`config.mk`:
```
export PLATFORM = sky130hd
export DESIGN_NAME = icache
export DESIGN_NICKNAME = d
export VERILOG_FILES = /design/src/rtl/cpu_types_pkg.sv /design/src/rtl/icache.sv
export SDC_FILE = /design/constraint.sdc
export NUM_CORES = 1
export LEC_CHECK = 0
export CAP_MARGIN = 10
export CORE_MARGIN = 3
export CORE_UTILIZATION = 65
export DETAILED_ROUTE_END_ITERATION = 10
export MAX_ROUTING_LAYER = met4
export PLACE_DENSITY = 0.84
export SYNTH_ARGS = -nofsm -noshare
export SYNTH_HDL_FRONTEND = slang
export SYNTH_SLANG_ARGS = --single-unit
```
`constraint.sdc`:
```
create_clock -name CLK -period 6.3 [get_ports CLK]
set_input_delay 1.26 -clock CLK [delete_from_list [all_inputs] [get_ports CLK]]
set_output_delay 1.26 -clock CLK [all_outputs]
set_load 0.005 [all_outputs]
```
`src/rtl/cpu_types_pkg.sv`:
```
// Shared CPU types: machine word, instruction-cache frame and fetch-address layout.
package cpu_types_pkg;

  typedef logic [31:0] word_t;

  // Default icache geometry; the address struct below describes this geometry.
  localparam int unsigned ICACHE_INDEX_W   = 4;
  localparam int unsigned ICACHE_TAG_W     = 32 - ICACHE_INDEX_W - 2;
  // Frame tag field is sized for the smallest possible index so any INDEX_W fits;
  // bits above the live tag width are always written as zero.
  localparam int unsigned ICACHE_TAG_MAX_W = 30;

  typedef struct packed {
    logic                        valid;
    logic [ICACHE_TAG_MAX_W-1:0] tag;
    word_t                       data;
  } icache_frame_t;

  typedef struct packed {
    logic [ICACHE_TAG_W-1:0]   tag;
    logic [ICACHE_INDEX_W-1:0] idx;
    logic [1:0]                bytoff;
  } icachef_t;

endpackage

```
`src/rtl/icache.sv`:
```
// Direct-mapped, one-word-per-frame instruction cache with a blocking miss FSM.
// Optional feature macro: ICACHE_STATS_EN adds hit_count / miss_count outputs.
module icache
  import cpu_types_pkg::*;
#(
  parameter int unsigned INDEX_W = ICACHE_INDEX_W
) (
  input  logic        CLK,
  input  logic        nRST,
  input  logic        imemREN,
  input  logic [31:0] imemaddr,
  output logic        ihit,
  output logic [31:0] imemload,
  output logic        iREN,
  output logic [31:0] iaddr,
  input  logic        iwait,
  input  logic [31:0] iload
`ifdef ICACHE_STATS_EN
  ,
  output logic [31:0] hit_count,
  output logic [31:0] miss_count
`endif
);

  localparam int unsigned Frames = 2 ** INDEX_W;
  localparam int unsigned TagW   = 32 - INDEX_W - 2;

  typedef enum logic {StIdle, StFetch} state_e;

  state_e        state_q, state_d;
  word_t         miss_addr_q, miss_addr_d;
  icache_frame_t frames_q [Frames];

  logic [INDEX_W-1:0]          req_idx, fill_idx;
  logic [ICACHE_TAG_MAX_W-1:0] req_tag, fill_tag;
  logic                        lookup_hit;
  logic                        fill_en;

  // Lookup, miss detection, memory-side request and next-state selection.
  always_comb begin
    req_idx              = imemaddr[INDEX_W+1:2];
    fill_idx             = miss_addr_q[INDEX_W+1:2];
    req_tag              = '0;
    req_tag[TagW-1:0]    = imemaddr[31:INDEX_W+2];
    fill_tag             = '0;
    fill_tag[TagW-1:0]   = miss_addr_q[31:INDEX_W+2];
    lookup_hit           = frames_q[req_idx].valid && (frames_q[req_idx].tag == req_tag);

    state_d     = state_q;
    miss_addr_d = miss_addr_q;
    ihit        = 1'b0;
    imemload    = '0;
    iREN        = 1'b0;
    iaddr       = imemaddr;
    fill_en     = 1'b0;

    unique case (state_q)
      StIdle: begin
        if (imemREN) begin
          if (lookup_hit) begin
            ihit     = 1'b1;
            imemload = frames_q[req_idx].data;
          end else begin
            miss_addr_d = imemaddr;
            state_d     = StFetch;
          end
        end
      end
      StFetch: begin
        // Fill is not bypassed to the datapath; the hit shows up next cycle.
        iREN  = 1'b1;
        iaddr = miss_addr_q;
        if (!iwait) begin
          fill_en = 1'b1;
          state_d = StIdle;
        end
      end
    endcase
  end

  // State, miss address, frame array and optional statistics counters.
  always_ff @(posedge CLK or negedge nRST) begin
    if (!nRST) begin
      state_q     <= StIdle;
      miss_addr_q <= '0;
      frames_q    <= '{default: '0};
`ifdef ICACHE_STATS_EN
      hit_count   <= '0;
      miss_count  <= '0;
`endif
    end else begin
      state_q     <= state_d;
      miss_addr_q <= miss_addr_d;
      if (fill_en) begin
        frames_q[fill_idx] <= '{valid: 1'b1, tag: fill_tag, data: iload};
      end
`ifdef ICACHE_STATS_EN
      if (ihit) hit_count <= hit_count + 32'd1;
      if ((state_q == StIdle) && (state_d == StFetch)) miss_count <= miss_count + 32'd1;
`endif
    end
  end

endmodule
```
==> results.tsv, run 1 <==
metric	value	unit
wl_per_cell	28.4	um
end_kind	primary output	
drtPass1Iterations	5	
power.leakage	22.7	nW
nets	2869	
syn_inst	2741	
grt_max_degree	193	
vias	24852	
antenna_found_initial	5	
drive_above_1_share	52.7	%
rrSetupSlack	2990	ps
clk_pin_slew	60	ps
fmax	163	MHz
hp-class	flop to flop	
clock_skew	18.1	ps
grt_first_pass_wirelength	166	mm
drtAntennaViolNets	0	
utilization	74.2	%
ys_types	49	
ys.flop_type	dfrtp_1	
drt_iter0_drc	1950	
gp_congestion	0.850	
period_needed	6140	ps
worstMarginPinSlew	1130	ps
ys_seq_area_share	54.9	%
worst_slack	158	ps
floorplan.core_area	67500	sq um
r2r_cells	8	
rsz0062_at_grt	false	
clock_tree.buffer_depth	3	
synth_edf_count	0	
clock_sinks	977	
insertion_delay	650	ps
grt-ovfl-total	0	
syn_to_final_growth	12.4	%
clock-root-buffer	clkbuf_16	
yosysWarningCount	0	
power_density	431	nW/um^2
drv_slew	0	
cts_buffers	98	
finalSetupViolCount	0	
die_h	268	um
wirelength	107	mm
cts_tree	yes	
syn-num-nets	2809	
synth_area	44600	sq um
arrival	4880	ps
grtUsageTotal	31.8	%
period_share	97.5	%
cap_violations	0	
ys_ff_latch	977	
worstPathRequired	5040	ps
initial_core_util	66.0	%
die-area	71700	sq um
synthArstFlopShare	100	%
htree_levels	3	
drc	0	
ctsHoldBuffers	0	
path_class	input port to primary output	
hpwl	61.9	mm
portBuffers	133	
die_w	268	um
vdd_drop_max	0.210	mV
critPathMaxFanout	33	
num_rows	95	
via_per_inst	6.62	
io-pin-count	134	
hold_violations	0	
relSlewSlack	24.9	%
syn_area_per_cell	16.3	sq um
place_ws	67.9	ps
startpoint_type	input port	
hold_depth	1	
grt_pass1_vias	27446	
final.setup.tns	0	ps
outcome	complete, no violations	
state kept, by name (all words and copies together), names as in the netlist:
name         count
frames_q       944
state_q          1
miss_addr_q     32
power breakdown:
| group | switching (W) | internal (W) | total, W | leakage [nW] |
|---|---|---|---|---|
| registers | 0.00153 | 0.00889 | 0.0104 | 12.6 |
| clock network | 0.00241 | 0.00351 | 0.00592 | 1.63 |
| logic | 0.00179 | 0.00347 | 0.00526 | 8.55 |
| total | 0.00573 | 0.0159 | 0.0216 | 22.7 |
cell usage in the layout, fill, tap and decap left out, types with 10 or more instances in the layout:
cell	n
clkinv_2	13
buf_4	50
and2_1	32
clkbuf_8	26
dfrtp_1	976
nand2_1	27
mux4_2	262
clkdlybuf4s50_1	128
mux2i_1	49
buf_12	19
clkbuf_1	24
o21ai_0	10
mux2_4	29
clkbuf_16	100
nor2_1	11
mux2_2	968
nand2b_1	12
xnor2_1	20
repair_timing:
item | in CTS | in global routing
buffers inserted | 0 | 0
endpoints found under the setup margin | 0 | 32
gates resized for setup | 0 | 4
critical path, stage by stage:
cell	delay, ps
buf_8	300
buf_6	290
mux4_2	550
o211ai_1	270
o32a_1	210
o2111ai_1	110
nor4_1	340
o211a_1	210
and4_2	290
buf_12	230
and2_1	200
clkdlybuf4s50_1	560
synthesized netlist by cell type, types with 8 or more instances:
library cell  count  share of area [%]
nand2_1          36               0.30
buf_2            26               0.29
clkbuf_1        116               0.98
xnor2_1          20               0.39
mux2i_1          49                1.1
and2_1           32               0.45
or2_2             8               0.11
nand2b_1         12               0.17
nor3_1            9               0.10
o21ai_0          10               0.11
mux2_2          968                 24
nor2_1           12               0.10
nor2b_1           9               0.13
buf_1            79               0.67
mux4_2          262                 13
mux2_4           29               0.98
buf_4            12               0.20
dfrtp_1         977                 55
worst paths after layout:
| path | end | from |
|---|---|---|
| min reg2reg | frames_q[62] | frames_q[62] |
| max reg2reg | miss_addr_q[28] | frames_q[546] |
| min in group asynchronous | miss_addr_q[24] | nRST |
| max in group asynchronous | frames_q[605] | nRST |
| min | frames_q[62] | frames_q[62] |
| max | imemload[6] | imemaddr[2] |
cell families (layout without fill, tap and decap cells):
group,count (synthesis),after routing,synth area share [%]
compound gates,43,43,0.677
xor+xnor,25,25,0.491
buf+inv,250,388,2.53
flops,977,977,54.9
mux,1309,1309,39.8
other cells,0,4,0
simple gates,137,137,1.62
cell type report:
class / instances / area (sq um)
Inverter: 7 / 28.8
Timing Repair Buffer: 203 / 2110
Tap cell: 873 / 1090
Sequential cell: 977 / 24400
Clock inverter: 28 / 364
Fill cell: 3873 / 17400
Multi-Input combinational cell: 1514 / 19100
Clock buffer: 150 / 2950
Antenna cell: 4 / 10.0
through the flow:
stage	cells	power [W]	area (sq um)	hold WS [ps]
after floorplan	2741	0.0140	44600	429
after global placement	3574	0.0152	46800	444
after detailed placement	3574	0.0157	46800	448
after CTS	3752	0.0217	50100	465
after global routing	3755	0.0226	50100	483
final	3756	0.0216	50100	468
layer usage:
layer | part of all wire [%] | track usage [%] | wire length, um
met4 | 3.3 | 11.4 | 3560
met1 | 40 | 40.8 | 42900
met2 | 50 | 51.9 | 53800
met3 | 6.0 | 5.69 | 6430
met5 | 0 | - | 0
No activity file was read; power rests on OpenSTA's default activity.
==> inputs of run 2 (changes only) <==
==> constraint.sdc (replaced) <==
create_clock -name CLK -period 6.3 [get_ports CLK]
set_input_delay 1.575 -clock CLK [delete_from_list [all_inputs] [get_ports CLK]]
set_output_delay 1.575 -clock CLK [all_outputs]
set_load 0.005 [all_outputs]
==> results.tsv, run 2 (synthesis results as in run 1) <==
metric	value	unit	change
arrival	4650	ps	-230 ps
startpoint	imemaddr[4]		
via_per_inst	6.61		-0.16%
hold_start	frames_q[818]		
power.leakage	23.4	nW	+3.0%
final.setup.tns	0	ps	unchanged
power_density	424	nW/um^2	-1.7%
vdd_drop_max	0.284	mV	+36%
clock_tree.buffer_depth	3		unchanged
grt_max_degree	164		-15%
finalSetupViolCount	0		unchanged
fin_area	51000	sq um	+1.8%
relSlewSlack	24.9	%	-0.031 points
final_common_cell	dfrtp_1		
portBuffers	133		unchanged
grt_pass1_vias	27805		+1.3%
die-area	71700	sq um	unchanged
crit_path_top_delay_cell	clkdlybuf4s50_1		
worstPathRequired	4720	ps	-320 ps
post_dp_cell_area	47200	sq um	+0.96%
period_share	98.8	%	+1.3 points
r2r_cells	5		-3
cap_violations	0		unchanged
htree_levels	3		unchanged
grt_first_pass_wirelength	170	mm	+2.8%
drive_above_1_share	55.1	%	+2.5 points
die_w	268	um	unchanged
drc	0		unchanged
cts_tree	yes		
fillers	3761		-2.9%
mostFrequentLayoutCells	dfrtp_1 (976), mux2_2 (968), mux4_2 (262)		
worstMarginPinSlew	1130	ps	+0.464 ps
rsz0062_at_grt	true		
grtUsageTotal	32.6	%	+0.79 points
hpwl	62.3	mm	+0.73%
grt-ovfl-total	0		unchanged
cp.depth	13		+1
reg_top3	frames_q (944), miss_addr_q (32), state_q (1)		
max_stage_delay	520	ps	-40 ps
period_needed	6220	ps	+79.6 ps
num_rows	95		unchanged
outcome	complete, no violations		
fin_hold_ws	468	ps	+0.145 ps
worst-path-buf-inv	6		+2
end_kind	primary output		
antenna_found_initial	8		+3
drtAntennaViolNets	0		unchanged
crit_family	buffers and inverters		
ctsHoldBuffers	0		unchanged
drt_iter0_drc	2057		+5.5%
largest-register	frames_q		
vias	25267		+1.7%
wl_per_cell	28.7	um	+1.0%
nets	2937		+2.4%
wirelength	110	mm	+2.9%
rr_endpoint	frames_q[193]		
syn_to_final_growth	14.5	%	
drtPass1Iterations	6		+1
r2r-start	state_q		
hp-class	flop to flop		
power	0.0216	W	about the same
rrSetupSlack	2690	ps	-300 ps
clock_sinks	977		unchanged
io-pin-count	134		unchanged
largest_reg_flops	944		unchanged
fmax	161	MHz	-1.3%
initial_core_util	66.0	%	unchanged
hold_violations	0		unchanged
floorplan.core_area	67500	sq um	unchanged
stdcell_count	3825		+1.8%
cp-endpoint	ihit		
clk_pin_slew	60	ps	about the same
insertion_delay	650	ps	about the same
critPathMaxFanout	11		-67%
drv_slew	0		unchanged
clock-root-buffer	clkbuf_16		
placed_cells	3612		+1.1%
path_class	input port to primary output		
gp_congestion	0.835		-1.8%
path_cells	buf_8 -> buf_16 -> buf_4 -> mux2i_1 -> mux2_2 -> o21ai_0 -> o2111ai_1 -> a2111oi_1 -> buf_4 -> o211a_1 -> and4_4 -> buf_16 -> clkdlybuf4s50_1		
startpoint_type	input port		
die_h	268	um	unchanged
clock_skew	19.2	ps	+1.02 ps
cts_buffers	98		unchanged
## run 2: cell types whose count changed in the layout (fill, tap and decap cells not counted), moves of 7 or more
cell | previous run | this run
buf_4 | 50 | 85
clkdlybuf4s50_1 | 128 | 96
buf_12 | 19 | 38
clkbuf_2 | 0 | 15
clkinv_2 | 13 | 24
clkbuf_1 | 24 | 15
dlygate4sd2_1 | 0 | 7
## run 2: final cells by class
| cell class | instances | area (sq um) | area share (%) |
|---|---|---|---|
| flip-flops and latches | 977 | 24400 | 47.9 |
| diodes | 5 | 12.5 | 0.0245 |
| multi-input cells | 1514 | 19200 | 37.6 |
| repair buffers | 271 | 3000 | 5.89 |
| clock buffers | 142 | 2920 | 5.72 |
| well taps | 873 | 1090 | 2.14 |
| inverters | 7 | 32.5 | 0.0638 |
| clock inverters | 36 | 324 | 0.635 |
## run 2: timing repair
item | CTS | global route
cloned | 5 | 1
resized for setup | 59 | 53
pin swaps | 2 | 5
setup buffers | 17 | 7
endpoints found under the hold margin | 0 | 0
endpoints found under the setup margin | 33 | 33
## run 2: power by group
part	switching [W]	leakage, nW	internal, W
sequential	0.00156	12.6	0.00889
clock	0.00244	1.63	0.00338
combinational	0.00180	9.24	0.00354
total	0.00581	23.4	0.0158
## run 2: per-layer routing
metal | global-route usage (%) | routed length [um]
met5 | - | 0
met4 | 10.5 | 3270
met3 | 5.31 | 6500
met2 | 52.3 | 55200
met1 | 43.5 | 44800
## run 2: worst min-delay path by stage
stage	end	depth (start not counted)	slack, ps
floorplan	frames_q[377]	1	430
global placement	frames_q[629]	1	450
detailed placement	frames_q[818]	1	450
CTS	frames_q[440]	1	470
global route	frames_q[818]	1	500
finish	frames_q[818]	1	470
## run 2: metrics by stage
| step | utilization [%] | setup WS [ps] |
|---|---|---|
| after global placement | 69.9 | -243 |
| after detailed placement | 69.9 | -266 |
| after global routing | 75.6 | -37.3 |
| final | 75.6 | 78.0 |
| after CTS | 75.4 | -78.4 |
| after floorplan | - | 723 |
==> inputs of run 3 (changes only) <==
CORE_ASPECT_RATIO = 1.5   (was unset)
==> results.tsv, run 3 (synthesis results as in run 1) <==
metric	value	unit	change
drc	0		unchanged
clkPwrFrac	25.9	%	-1.0 points
drtPass1Iterations	5		-1
hold_start	frames_q[755]		
vias	25300		+0.13%
r2r_cells	5		unchanged
clk_pin_slew	60	ps	about the same
hp-class	flop to flop		
die_h	327	um	+22%
die-area	71800	sq um	about the same
r2r-start	state_q		
finalSetupViolCount	0		unchanged
floorplan.core_area	67900	sq um	+0.61%
power_density	419	nW/um^2	-1.0%
internal-power	0.0156	W	-1.4%
end_kind	primary output		
seqPwrFrac	49.0	%	+0.6 points
grt_max_degree	156		-4.9%
largest_reg_flops	944		unchanged
fin_area	50800	sq um	-0.52%
vdd_drop_max	0.304	mV	+7.1%
grt-ovfl-total	0		unchanged
critPathMaxFanout	7		-4
rrSetupSlack	2560	ps	-130 ps
wirelength	110	mm	+0.57%
stdcell_count	3830		+0.13%
power_switching	0.00569	W	-2.0%
path_cells	buf_16 -> buf_12 -> mux4_2 -> mux2i_1 -> mux2i_1 -> xnor2_1 -> o2111ai_2 -> nor4_2 -> buf_4 -> and4_4 -> buf_12 -> buf_12 -> buf_16 -> buf_4 -> buf_4 -> and2_1 -> buf_2		
htree_levels	3		unchanged
whs_endpoint	frames_q[755]		
relSlewSlack	26.4	%	+1.5 points
clock_tree.buffer_depth	3		unchanged
grt_use_met2	53.8	%	+1.5 points
cts_tree	yes		
drt_iter0_drc	2115		+2.8%
worstPathRequired	4720	ps	about the same
max_stage_delay	500	ps	-20 ps
power.leakage	23.4	nW	about the same
placed_cells	3633		+0.58%
grtUsageTotal	32.6	%	-0.055 points
syn_to_final_growth	13.9	%	
p_sw_share	26.8	%	-0.11 points
via_per_inst	6.61		about the same
largest-register	frames_q		
busiest_layer	met2		
mostFrequentLayoutCells	dfrtp_1 (976), mux2_2 (968), mux4_2 (262)		
period_share	98.6	%	-0.13 points
crit_path_top_delay_cell	mux4_2		
register_area	24400	sq um	unchanged
drv_slew	0		unchanged
period_needed	6210	ps	-8.42 ps
clock_skew	19.4	ps	+0.184 ps
initial_core_util	65.6	%	-0.40 points
wl_per_cell	28.8	um	+0.44%
grt_first_pass_wirelength	170	mm	about the same
globalRouteMet1Util	40.7	%	-2.9 points
final_common_cell	dfrtp_1		
hpwl	63.1	mm	+1.2%
multi_input_area	19200	sq um	about the same
startpoint_type	input port		
reg_top3	frames_q (944), miss_addr_q (32), state_q (1)		
grtUsageMet3	4.79	%	-0.52 points
gp_congestion	0.826		-1.1%
grt_pass1_vias	28142		+1.2%
hold_depth	1		unchanged
portBuffers	133		unchanged
fmax	161	MHz	+0.14%
outcome	complete, no violations		
die_w	220	um	-18%
antenna_found_initial	6		-2
clock_sinks	977		unchanged
cap_violations	0		unchanged
post_dp_cell_area	47200	sq um	-0.13%
drive_above_1_share	54.5	%	-0.62 points
nets	2933		-0.14%
path_class	input port to primary output		
clock-root-buffer	clkbuf_16		
io-pin-count	134		unchanged
hold_violations	0		unchanged
num_rows	117		+23%
insertion_delay	650	ps	about the same
rr_endpoint	frames_q[194]		
combinationalPowerShare	25.1	%	+0.4 points
drtAntennaViolNets	0		unchanged
power	0.0213	W	-1.6%
worstMarginPinSlew	1100	ps	-25.8 ps
cts_buffers	90		-8.2%
arrival	4640	ps	about the same
fillers	4031		+7.2%
-- run 3: cell types whose count changed in the layout (fill, tap and decap cells not counted), sizes merged --
cell,delta
buf,+4
bufinv,+2
clkbuf,-16
clkdlybuf4s15,-4
clkdlybuf4s50,-1
clkinv,-8
clkinvlp,+2
dlymetal6s2s,+10
inv,-3
-- run 3: through the flow --
step           hold slack (ps)  util [%]  setup slack, ps  TNS, ps
2_1_floorplan              429         -              723        0
3_3_place_gp               446      69.4             -532   -17010
3_5_place_dp               457      69.4             -620   -19120
4_1_cts                    472      74.5            -56.6     -238
5_1_grt                    484      74.7           -0.381   -0.381
6_report                   469      74.7             86.4        0
-- run 3: layer usage --
| metal | share of wire [%] | wire length (um) |
|---|---|---|
| met1 | 39 | 42600 |
| met2 | 52 | 57400 |
| met3 | 5.2 | 5790 |
| met4 | 4.2 | 4660 |
| met5 | 0 | 0 |
-- run 3: power groups by stage --
stage	logic, W	registers [W]	clock network (W)
after floorplan	0.00424	0.00980	0
after global placement	0.00498	0.0102	0
after detailed placement	0.00526	0.0105	0
after CTS	0.00537	0.0104	0.00558
after global routing	0.00573	0.0107	0.00582
final	0.00534	0.0104	0.00551
-- run 3: worst max-delay path, delay by kind of cell --
family	cells	cell delay [ps]
multiplexers	3	840
AO/OA/AOI/OAI	1	210
XOR/XNOR	1	230
AND/OR/NAND/NOR	3	630
buffers and inverters	9	1100
-- run 3: what timing repair did --
| action | in CTS | in global routing |
|---|---|---|
| endpoints found under the setup margin | 33 | 22 |
| gates cloned | 6 | 2 |
| hold buffers | 0 | 0 |
| buffers inserted | 16 | 10 |
| pin swaps | 4 | 3 |
| gates resized for setup | 56 | 45 |
-- run 3: cell type report --
| type | instances | area share, % |
|---|---|---|
| clock inverter | 29 | 0.611 |
| inverter | 7 | 0.0641 |
| multi-input combinational | 1514 | 37.8 |
| sequential | 977 | 48.2 |
| timing repair buffer | 275 | 5.88 |
| antenna | 5 | 0.0247 |
| tap | 892 | 2.20 |
| clock buffer | 131 | 5.22 |
-- run 3: worst max-delay path by stage --
stage	startpoint	endpoint	slack, ps	cells past startpoint
4_1_cts	imemaddr[2]	imemload[9]	-60	14
3_5_place_dp	imemaddr[2]	imemload[27]	-620	13
3_3_place_gp	imemaddr[2]	imemload[31]	-530	13
6_report	imemaddr[2]	imemload[24]	90	17
2_1_floorplan	imemaddr[2]	imemload[17]	720	9
5_1_grt	imemaddr[3]	imemload[24]	-0.4	17
